$ cat src/rtl/seq_serializer.sv
// -----------------------------------------------------------------------------
// seq_serializer
//
// Parallel-to-serial front end for the sequence detector. WIDTH-bit words are
// accepted over a valid/ready handshake and emitted one bit at a time on
// seq_out, each bit held for BIT_DIV clocks. A new word may be accepted on the
// last clock of the current frame, so back-to-back words stream with no gap.
//
// Optional feature (compile-time macro):
//   SERIALIZER_PARITY_EN  - when defined, an even-parity bit (^word) follows
//                           the data bits, held BIT_DIV clocks. done and
//                           load_ready then fall on the parity bit's last clock.
//                           When undefined, no parity logic exists.
//
// Parameters:
//   WIDTH      data bits per word (>=2)
//   BIT_DIV    clocks each bit is held on seq_out (>=1)
//   MSB_FIRST  1: bit WIDTH-1 sent first, 0: bit 0 sent first
//
// Ports:
//   clock       in   system clock, rising edge
//   reset       in   asynchronous, active-low reset
//   data_in     in   word to serialize, sampled on an accepted load
//   load_valid  in   data_in is valid
//   load_ready  out  block can accept a word this cycle (decoded, not from load_valid)
//   seq_out     out  serial bit (registered), feeds the detector's seq_in
//   seq_valid   out  seq_out carries a frame bit (registered)
//   busy        out  a frame is in progress (registered)
//   done        out  1-cycle pulse on the last clock of the last frame bit (decoded)
// -----------------------------------------------------------------------------
module seq_serializer #(
    parameter int WIDTH     = 8,
    parameter int BIT_DIV   = 1,
    parameter int MSB_FIRST = 1
) (
    input  logic             clock,
    input  logic             reset,
    input  logic [WIDTH-1:0] data_in,
    input  logic             load_valid,
    output logic             load_ready,
    output logic             seq_out,
    output logic             seq_valid,
    output logic             busy,
    output logic             done
);

`ifdef SERIALIZER_PARITY_EN
    localparam int FB = WIDTH + 1;
`else
    localparam int FB = WIDTH;
`endif

    localparam int BIT_W = $clog2(FB);
    localparam int DIV_W = (BIT_DIV > 1) ? $clog2(BIT_DIV) : 1;

    localparam logic [BIT_W-1:0] BIT_LAST = BIT_W'(FB - 1);
    localparam logic [DIV_W-1:0] DIV_LAST = DIV_W'(BIT_DIV - 1);
`ifdef SERIALIZER_PARITY_EN
    localparam logic [BIT_W-1:0] DATA_LAST = BIT_W'(WIDTH - 1);
`endif

    typedef enum logic {
        IDLE,
        SHIFT
    } state_t;

    state_t           state_q,   state_d;
    logic [DIV_W-1:0] div_cnt_q, div_cnt_d;
    logic [BIT_W-1:0] bit_cnt_q, bit_cnt_d;
    logic [WIDTH-1:0] shift_q,   shift_d;
    logic             seq_out_q, seq_out_d;
    logic             valid_q,   valid_d;
    logic             busy_q,    busy_d;
`ifdef SERIALIZER_PARITY_EN
    logic             parity_q,  parity_d;
`endif

    logic             last_clk;
    logic             bit_adv;
    logic             accept;
    logic [WIDTH-1:0] shift_next;
    logic             first_bit;
    logic             next_bit;

    // Frame-end decode drives both done and the reload window; accept depends
    // on load_ready, which itself never looks at load_valid.
    always_comb begin
        last_clk   = (state_q == SHIFT) && (bit_cnt_q == BIT_LAST) && (div_cnt_q == DIV_LAST);
        bit_adv    = (state_q == SHIFT) && (div_cnt_q == DIV_LAST);
        load_ready = (state_q == IDLE) || last_clk;
        done       = last_clk;
        accept     = load_valid && load_ready;
    end

    // The output end of the shift register is the bit on the wire; the bit
    // behind it becomes the next seq_out when the current bit finishes.
    always_comb begin
        shift_next = shift_q;
        first_bit  = 1'b0;
        next_bit   = 1'b0;
        if (MSB_FIRST != 0) begin
            shift_next = {shift_q[WIDTH-2:0], 1'b0};
            first_bit  = data_in[WIDTH-1];
            next_bit   = shift_q[WIDTH-2];
        end else begin
            shift_next = {1'b0, shift_q[WIDTH-1:1]};
            first_bit  = data_in[0];
            next_bit   = shift_q[1];
        end
`ifdef SERIALIZER_PARITY_EN
        // After the final data bit the parity bit goes out instead.
        if (bit_cnt_q == DATA_LAST) begin
            next_bit = parity_q;
        end
`endif
    end

    // Next-state logic. An accept always wins, which covers both the idle
    // start and the gapless reload on the last clock of a frame.
    always_comb begin
        state_d   = state_q;
        div_cnt_d = div_cnt_q;
        bit_cnt_d = bit_cnt_q;
        shift_d   = shift_q;
        seq_out_d = seq_out_q;
        valid_d   = valid_q;
        busy_d    = busy_q;
`ifdef SERIALIZER_PARITY_EN
        parity_d  = parity_q;
`endif
        if (accept) begin
            state_d   = SHIFT;
            div_cnt_d = '0;
            bit_cnt_d = '0;
            shift_d   = data_in;
            seq_out_d = first_bit;
            valid_d   = 1'b1;
            busy_d    = 1'b1;
`ifdef SERIALIZER_PARITY_EN
            parity_d  = ^data_in;
`endif
        end else if (last_clk) begin
            state_d   = IDLE;
            div_cnt_d = '0;
            bit_cnt_d = '0;
            seq_out_d = 1'b0;
            valid_d   = 1'b0;
            busy_d    = 1'b0;
        end else if (bit_adv) begin
            div_cnt_d = '0;
            bit_cnt_d = bit_cnt_q + BIT_W'(1);
            shift_d   = shift_next;
            seq_out_d = next_bit;
        end else if (state_q == SHIFT) begin
            div_cnt_d = div_cnt_q + DIV_W'(1);
        end
    end

    // All state and registered outputs; reset aborts any frame silently.
    always_ff @(posedge clock or negedge reset) begin
        if (!reset) begin
            state_q   <= IDLE;
            div_cnt_q <= '0;
            bit_cnt_q <= '0;
            shift_q   <= '0;
            seq_out_q <= 1'b0;
            valid_q   <= 1'b0;
            busy_q    <= 1'b0;
`ifdef SERIALIZER_PARITY_EN
            parity_q  <= 1'b0;
`endif
        end else begin
            state_q   <= state_d;
            div_cnt_q <= div_cnt_d;
            bit_cnt_q <= bit_cnt_d;
            shift_q   <= shift_d;
            seq_out_q <= seq_out_d;
            valid_q   <= valid_d;
            busy_q    <= busy_d;
`ifdef SERIALIZER_PARITY_EN
            parity_q  <= parity_d;
`endif
        end
    end

    assign seq_out   = seq_out_q;
    assign seq_valid = valid_q;
    assign busy      = busy_q;

endmodule
$ cat config.mk
export PLATFORM = sky130hd
export DESIGN_NAME = seq_serializer
export DESIGN_NICKNAME = d
export VERILOG_FILES = /design/src/rtl/seq_serializer.sv
export SDC_FILE = /design/constraint.sdc
export NUM_CORES = 1
export LEC_CHECK = 0
export BUFFER_PORTS_ARGS = -buffer_cell sky130_fd_sc_hd__buf_2
export CAP_MARGIN = 20
export CORE_AREA = 2 2 41 43
export CTS_BUF_LIST = sky130_fd_sc_hd__clkbuf_8
export DETAILED_ROUTE_END_ITERATION = 8
export DIE_AREA = 0 0 43 45
export HOLD_SLACK_MARGIN = 0.1
export PLACE_DENSITY = 0.79
export SLEW_MARGIN = 15
export SYNTH_ARGS = -nofsm -noshare
export SYNTH_HDL_FRONTEND = slang
export SYNTH_SLANG_ARGS = --single-unit
$ cat constraint.sdc
create_clock -name clock -period 1.51 [get_ports clock]
set_input_delay 0.302 -clock clock [delete_from_list [all_inputs] [get_ports clock]]
set_output_delay 0.302 -clock clock [all_outputs]
set_load 0.02 [all_outputs]
==> results of run 1 <==
-- state kept, by name, indices dropped and copies added, names as in the netlist --
name,count
bit_cnt_q,3
busy,1
div_cnt_q,1
seq_out,1
shift_q,7
-- synthesized netlist by cell type, types with 2 or more instances --
cell,number,area share
a21oi_1,2,0.015
nand2_1,9,0.051
inv_1,2,0.011
ha_1,2,0.038
nor2b_1,2,0.019
nor3_1,3,0.023
o21ai_1,6,0.045
and3_1,2,0.019
o21ai_0,5,0.038
dfrtp_1,13,0.49
nor2_1,2,0.011
buf_2,3,0.023
mux2i_1,7,0.11
-- metrics by stage --
stage	power, mW	hold WS, ns	area [µm²]
6_report	1.62	0.309	917
5_1_grt	1.75	0.306	917
4_1_cts	1.62	0.307	917
3_5_place_dp	1.23	0.205	812
3_3_place_gp	1.19	0.207	812
2_1_floorplan	1.00	0.00641	694
-- worst paths after layout --
kind | from | slack [ns] | cells past startpoint | end
worst max-delay path | bit_cnt_q[1] | -0.11 | 6 | seq_out
worst min-delay path | data_in[0] | 0.31 | 2 | shift_q[0]
worst max register to register | bit_cnt_q[1] | -0.11 | 6 | seq_out
worst min register to register | shift_q[5] | 0.49 | 2 | shift_q[5]
max in group asynchronous | reset | 0.82 | 2 | shift_q[6]
min in group asynchronous | reset | 0.47 | 2 | bit_cnt_q[2]
-- critical path, cell delays in order (launching register included) --
cell and delay, ns:
dfrtp_1 0.39, ha_2 0.19, ha_4 0.17, buf_4 0.15
and3_1 0.16, a211oi_1 0.30, o22ai_1 0.12
-- routing by layer --
metal	vias to the layer above	global-route usage	share of wire
met5	-	0	0
met4	0	0.133	0.036
met3	7	0.0280	0.040
met2	18	0.379	0.53
met1	294	0.225	0.39
li1	284	-	-
-- logic make-up (layout without fill, tap and decap cells) --
| kind of cell | Yosys count | count (layout) | synth area share |
|---|---|---|---|
| AOI/OAI and AO/OA | 19 | 20 | 0.188 |
| and+or+nand+nor | 19 | 19 | 0.131 |
| DFF | 13 | 13 | 0.488 |
| muxes | 7 | 7 | 0.105 |
| buffers and inverters | 7 | 29 | 0.0507 |
| adders and majority gates | 2 | 2 | 0.0375 |
-- repair_timing --
item / CTS / global route
gates cloned: 1 / 0
hold buffers: 1 / 0
resized for setup: 10 / 0
endpoints found under the hold margin: 13 / 0
setup buffers: 0 / 0
pin swaps: 5 / 0
setup endpoints to repair: 10 / 10
-- final cells by class --
type	count	area, µm²
repair buffers	22	139
clock inverters	1	3.75
fillers	125	554
inverters	3	13.8
flip-flops and latches	13	325
clock buffers	3	41.3
well taps	16	20.0
multi-input cells	48	374
-- placed cells by master (no fill, tap or decap) --
cell type       n
nor2b_4         2
ha_2            1
buf_4           7
nor3_2          1
dlygate4sd3_1   1
inv_1           2
o21ai_4         2
o22ai_2         1
a22oi_1         1
ha_4            1
a211oi_1        1
nor3_1          2
nand2b_1        1
o22ai_4         1
o22ai_1         1
buf_2          13
nor2_1          2
dfrtp_1        13
nand2_1         9
inv_4           1
inv_2           1
mux2i_1         7
and3_1          2
a32o_1          1
clkbuf_8        3
o21ai_0         4
o21ai_1         6
buf_6           1
a21oi_1         2
-- power breakdown --
group	switching (mW)	total, mW	internal (mW)
registers	0.0941	0.567	0.472
clock network	0.121	0.301	0.179
logic	0.382	0.753	0.371
==> run metrics, run 1 <==
TritonRoute pass-1 iters 4; remaining routing DRC violations 0; hpwl dp ~1.2 mm; fmax 617 MHz; layout cells sized above 1 0.389; H-Tree Depth 1; period utilization 1.07; drt total wl around 1.7 mm; Place WS -0.117 ns; failing checks negative setup slack; root buffer cell clkbuf_8; CTS buffer count 3; outcome complete, but fails checks; post-route clock skew ~0.0013 ns; Yosys cell types 22; Worst-path clk slew 0.05 ns; Crit. End Element flip-flop; Setup Viol. Count Final 10; n_diodes 0; Leakage ~0.46 nW; site row count 14; first-pass GRT wire length between 2 and 3 mm; FF+latch count, synth 13; Worst-Skew Late Latency about 0.24 ns; GR Overflow Total 0; Syn Nets 80; power density cells 1770 nW/µm²; worst-margin pin slew 0.334 ns; Initial DRC Count 9; Startpoint Class flip-flop; clock tree sinks 13; Synth Warn # 0; # IOs 16; max capacitance violation total 0; ys async rst share 1.00; largest net degree at the start of global routing 14; port bufs 15; Synth Instances 67; RSZ-0062 raised after global routing true; Setup CP Type reg2reg; vias per cell between 5 and 6; die area about 1900 µm²; Seq/Total Area, Yosys 0.488; Worst EP required between 1.5 and 2 ns; ANT nets after route 0; vias in the first global route about 640; VDD IR max 0.906 mV; Slew headroom 0.777; Core Util, Final 0.623; Avg Cell Area, Syn roughly 10 µm²; nets approximately 100; placed cell count 100; area growth from synthesis to layout 37.5%; Most used DFF post-synth dfrtp_1; CTS max path bufs 2; Final Non-Filler Cells about 110; core area around 1500 µm²; Hold Violations, Final 0; die extent in x between 40 and 50 µm; Final min period between 1.5 and 2 ns; initial antenna violation count 0; Final GP Congestion 0.714; max-slew violation count 0; final worst slack -0.110 ns; detailed-route wire length per cell approximately 16 µm; Post-Synthesis Cell Area around 670 µm²; TNS Setup -0.659 ns; total number of vias between 600 and 700; Die H between 40 and 50 µm; HP Class in2reg; total global-route track usage 0.207; critical path arrival roughly 1.7 ns; initial core utilization 0.453; CTS tree yes; Crit Path Max Fanout 4; Post-synth EDFFs 0
No activity file was read; power rests on OpenSTA's default activity.
==> inputs of run 2 (changes only) <==
--- a/config.mk
+++ b/config.mk
@@ -7,12 +7,14 @@
 export LEC_CHECK = 0
 export BUFFER_PORTS_ARGS = -buffer_cell sky130_fd_sc_hd__buf_2
 export CAP_MARGIN = 20
-export CORE_AREA = 2 2 41 43
+export CELL_PAD_IN_SITES_DETAIL_PLACEMENT = 1
+export CELL_PAD_IN_SITES_GLOBAL_PLACEMENT = 2
+export CORE_AREA = 2 2 51 53
 export CTS_BUF_LIST = sky130_fd_sc_hd__clkbuf_8
 export DETAILED_ROUTE_END_ITERATION = 8
-export DIE_AREA = 0 0 43 45
+export DIE_AREA = 0 0 53 55
 export HOLD_SLACK_MARGIN = 0.1
-export PLACE_DENSITY = 0.79
+export PLACE_DENSITY = 0.8
 export SLEW_MARGIN = 15
 export SYNTH_ARGS = -nofsm -noshare
 export SYNTH_HDL_FRONTEND = slang
==> constraint.sdc (replaced) <==
create_clock -name clock -period 1.51 [get_ports clock]
set_input_delay 0.3775 -clock clock [delete_from_list [all_inputs] [get_ports clock]]
set_output_delay 0.3775 -clock clock [all_outputs]
set_load 0.02 [all_outputs]
==> run 2 against run 1 <==
The run still ends with negative setup slack left. Sequential power is 1% lower. Sequential share of layout area is 1.8 points lower. Sequential cell count stayed put. Wire length is 2.1% higher. Die area is 51% higher. Count of clock-buffer cells in the layout stayed put. Largest power group unchanged.
==> run metrics, run 2 (synthesized netlist as in run 1, its figures left out) <==
die extent in x 53 µm (+23%); vias in the first global route 659 (+2.3%); period utilization 1.10 (+0.0245); detailed-route wire length per cell 13.6 µm (-13%); outcome complete, but fails checks; RSZ-0062 raised after global routing true; VDD IR max 0.792 mV (-13%); most common cell after layout, fill and taps aside buf_2; core area 2360 µm² (+61%); site row count 18 (+4); total global-route track usage 0.140 (-0.0664); hpwl dp 1.23 mm (+4.1%); root buffer cell clkbuf_8; H-Tree Depth 1 (unchanged); worst-margin pin slew 0.318 ns (-0.0155 ns); n_diodes 0 (unchanged); critical path startpoint bit_cnt_q[1]; crit-path max cell delay 0.36 ns (-0.03 ns); vias per cell 4.79 (-16%); Biggest register shift_q; failing checks negative setup slack; die area 2920 µm² (+51%); worst setup path end load_ready; TritonRoute pass-1 iters 3 (-1); Crit. End Element output port; HP Class in2reg; nets 108 (+3.8%); R2R setup slack -0.09 ns (+0.02 ns); initial antenna violation count 0 (unchanged); ANT nets after route 0 (unchanged); Die H 55 µm (+22%); drt total wl 1.69 mm (+2.1%); Worst-path clk slew 0.05 ns (about the same); CTS tree yes; max reg flops 7 (unchanged); final worst slack -0.147 ns (-0.0370 ns); Slew headroom 0.788 (+0.0103); fmax 603 MHz (-2.2%); first-pass GRT wire length 2.87 mm (-0.24%); area growth from synthesis to layout 45.6%; # IOs 16 (unchanged); Leakage 0.476 nW (+3.5%); Crit Path Max Fanout 4 (unchanged); layout cells sized above 1 0.447 (+0.0579); Final min period 1.66 ns (+0.0370 ns); TNS Setup -0.721 ns (-0.0621 ns); Setup CP Type reg2out; Startpoint Class flip-flop; port bufs 15 (unchanged); fill cell count 274 (+120%); CTS max path bufs 2 (unchanged); Initial DRC Count 5 (-4); remaining routing DRC violations 0 (unchanged); Worst EP required 1.13 ns (-0.49 ns); max-slew violation count 0 (unchanged); CP cell instances ha_2 > ha_4 > inv_4 > o21ai_4 > buf_6; largest net degree at the start of global routing 14 (unchanged); Hold Violations, Final 0 (unchanged); Final GP Congestion 0.779 (+9.1%); Place WS -0.152 ns (-0.0348 ns); R2R Path Start bit_cnt_q[0]; power density cells 1740 nW/µm² (-1.8%); Largest regs shift_q (7), bit_cnt_q (3); most frequent cells in the layout buf_2, dfrtp_1, buf_4, nand2_1; CTS buffer count 3 (unchanged); worst reg2reg path endpoint shift_q[3]; GR Overflow Total 0 (unchanged); reg2reg path depth 6 (unchanged); clock tree sinks 13 (unchanged); initial core utilization 0.282 (-0.171); WHS Path Cells 2 (unchanged); total number of vias 594 (-1.5%); max capacitance violation total 0 (unchanged); post-route clock skew 0.00867 ns (+0.00733 ns); Worst-Skew Late Latency 0.25 ns (about the same); Setup Viol. Count Final 8 (-2); Crit-path slowest cell dfrtp_1; critical path arrival 1.28 ns (-0.45 ns)
run 2: cell count changes in the layout (fill, tap and decap cells not counted), sizes merged:
| cell | previous run | this run |
|---|---|---|
| clkinv | 0 | 1 |
| inv | 4 | 3 |
| buf | 21 | 25 |
run 2: cell type report:
cell class | count | area [µm²] | share of cell area
timing repair buffer | 26 | 169 | 0.174
sequential | 13 | 327 | 0.336
clock inverter | 1 | 5.00 | 0.00515
inverter | 3 | 13.8 | 0.0142
clock buffer | 3 | 41.3 | 0.0425
multi-input combinational | 48 | 378 | 0.389
tap | 30 | 37.5 | 0.0387
run 2: worst min path at each step:
stage / from / to
3_5_place_dp: reset / div_cnt_q
3_3_place_gp: reset / div_cnt_q
2_1_floorplan: reset / bit_cnt_q[0]
5_1_grt: data_in[0] / shift_q[0]
4_1_cts: data_in[0] / shift_q[0]
6_report: data_in[0] / shift_q[0]
run 2: layer usage:
metal,routed length (µm),vias to the layer above,global-route usage
met1,783,289,0.161
met5,0,-,0
li1,-,293,-
met3,50,2,0.0242
met2,846,10,0.256
met4,10,0,0.0641
run 2: where the power goes:
group | leakage (nW) | internal, mW | switching [mW]
registers | 0.165 | 0.472 | 0.0885
logic | 0.285 | 0.409 | 0.402
clock network | 0.0255 | 0.182 | 0.131
run 2: critical path: cells and delay by family, from the launching register on:
| family | cells | cell delay [ns] |
|---|---|---|
| buffers and inverters | 2 | 0.19 |
| DFF | 1 | 0.36 |
| AOI/OAI and AO/OA | 1 | 0.14 |
| adders and majority gates | 2 | 0.35 |
run 2: metrics by stage:
stage / power [mW] / util / cell area, µm² / hold slack [ns] / instances
global placement: 1.23 / 0.359 / 848 / 0.286 / 116
CTS: 1.69 / 0.409 / 967 / 0.397 / 124
detailed placement: 1.26 / 0.359 / 848 / 0.294 / 116
global route: 1.81 / 0.411 / 971 / 0.402 / 124
finish: 1.69 / 0.411 / 971 / 0.397 / 124
floorplan: 1.01 / - / 698 / 0.0819 / 67
run 2: timing repair:
| item | CTS | global route |
|---|---|---|
| hold endpoints to repair | 13 | 0 |
| hold buffers | 1 | 0 |
| gates cloned | 1 | 0 |
| pin swaps | 5 | 2 |
| setup endpoints to repair | 10 | 11 |
| gates resized for setup | 10 | 2 |
| buffers inserted | 2 | 0 |
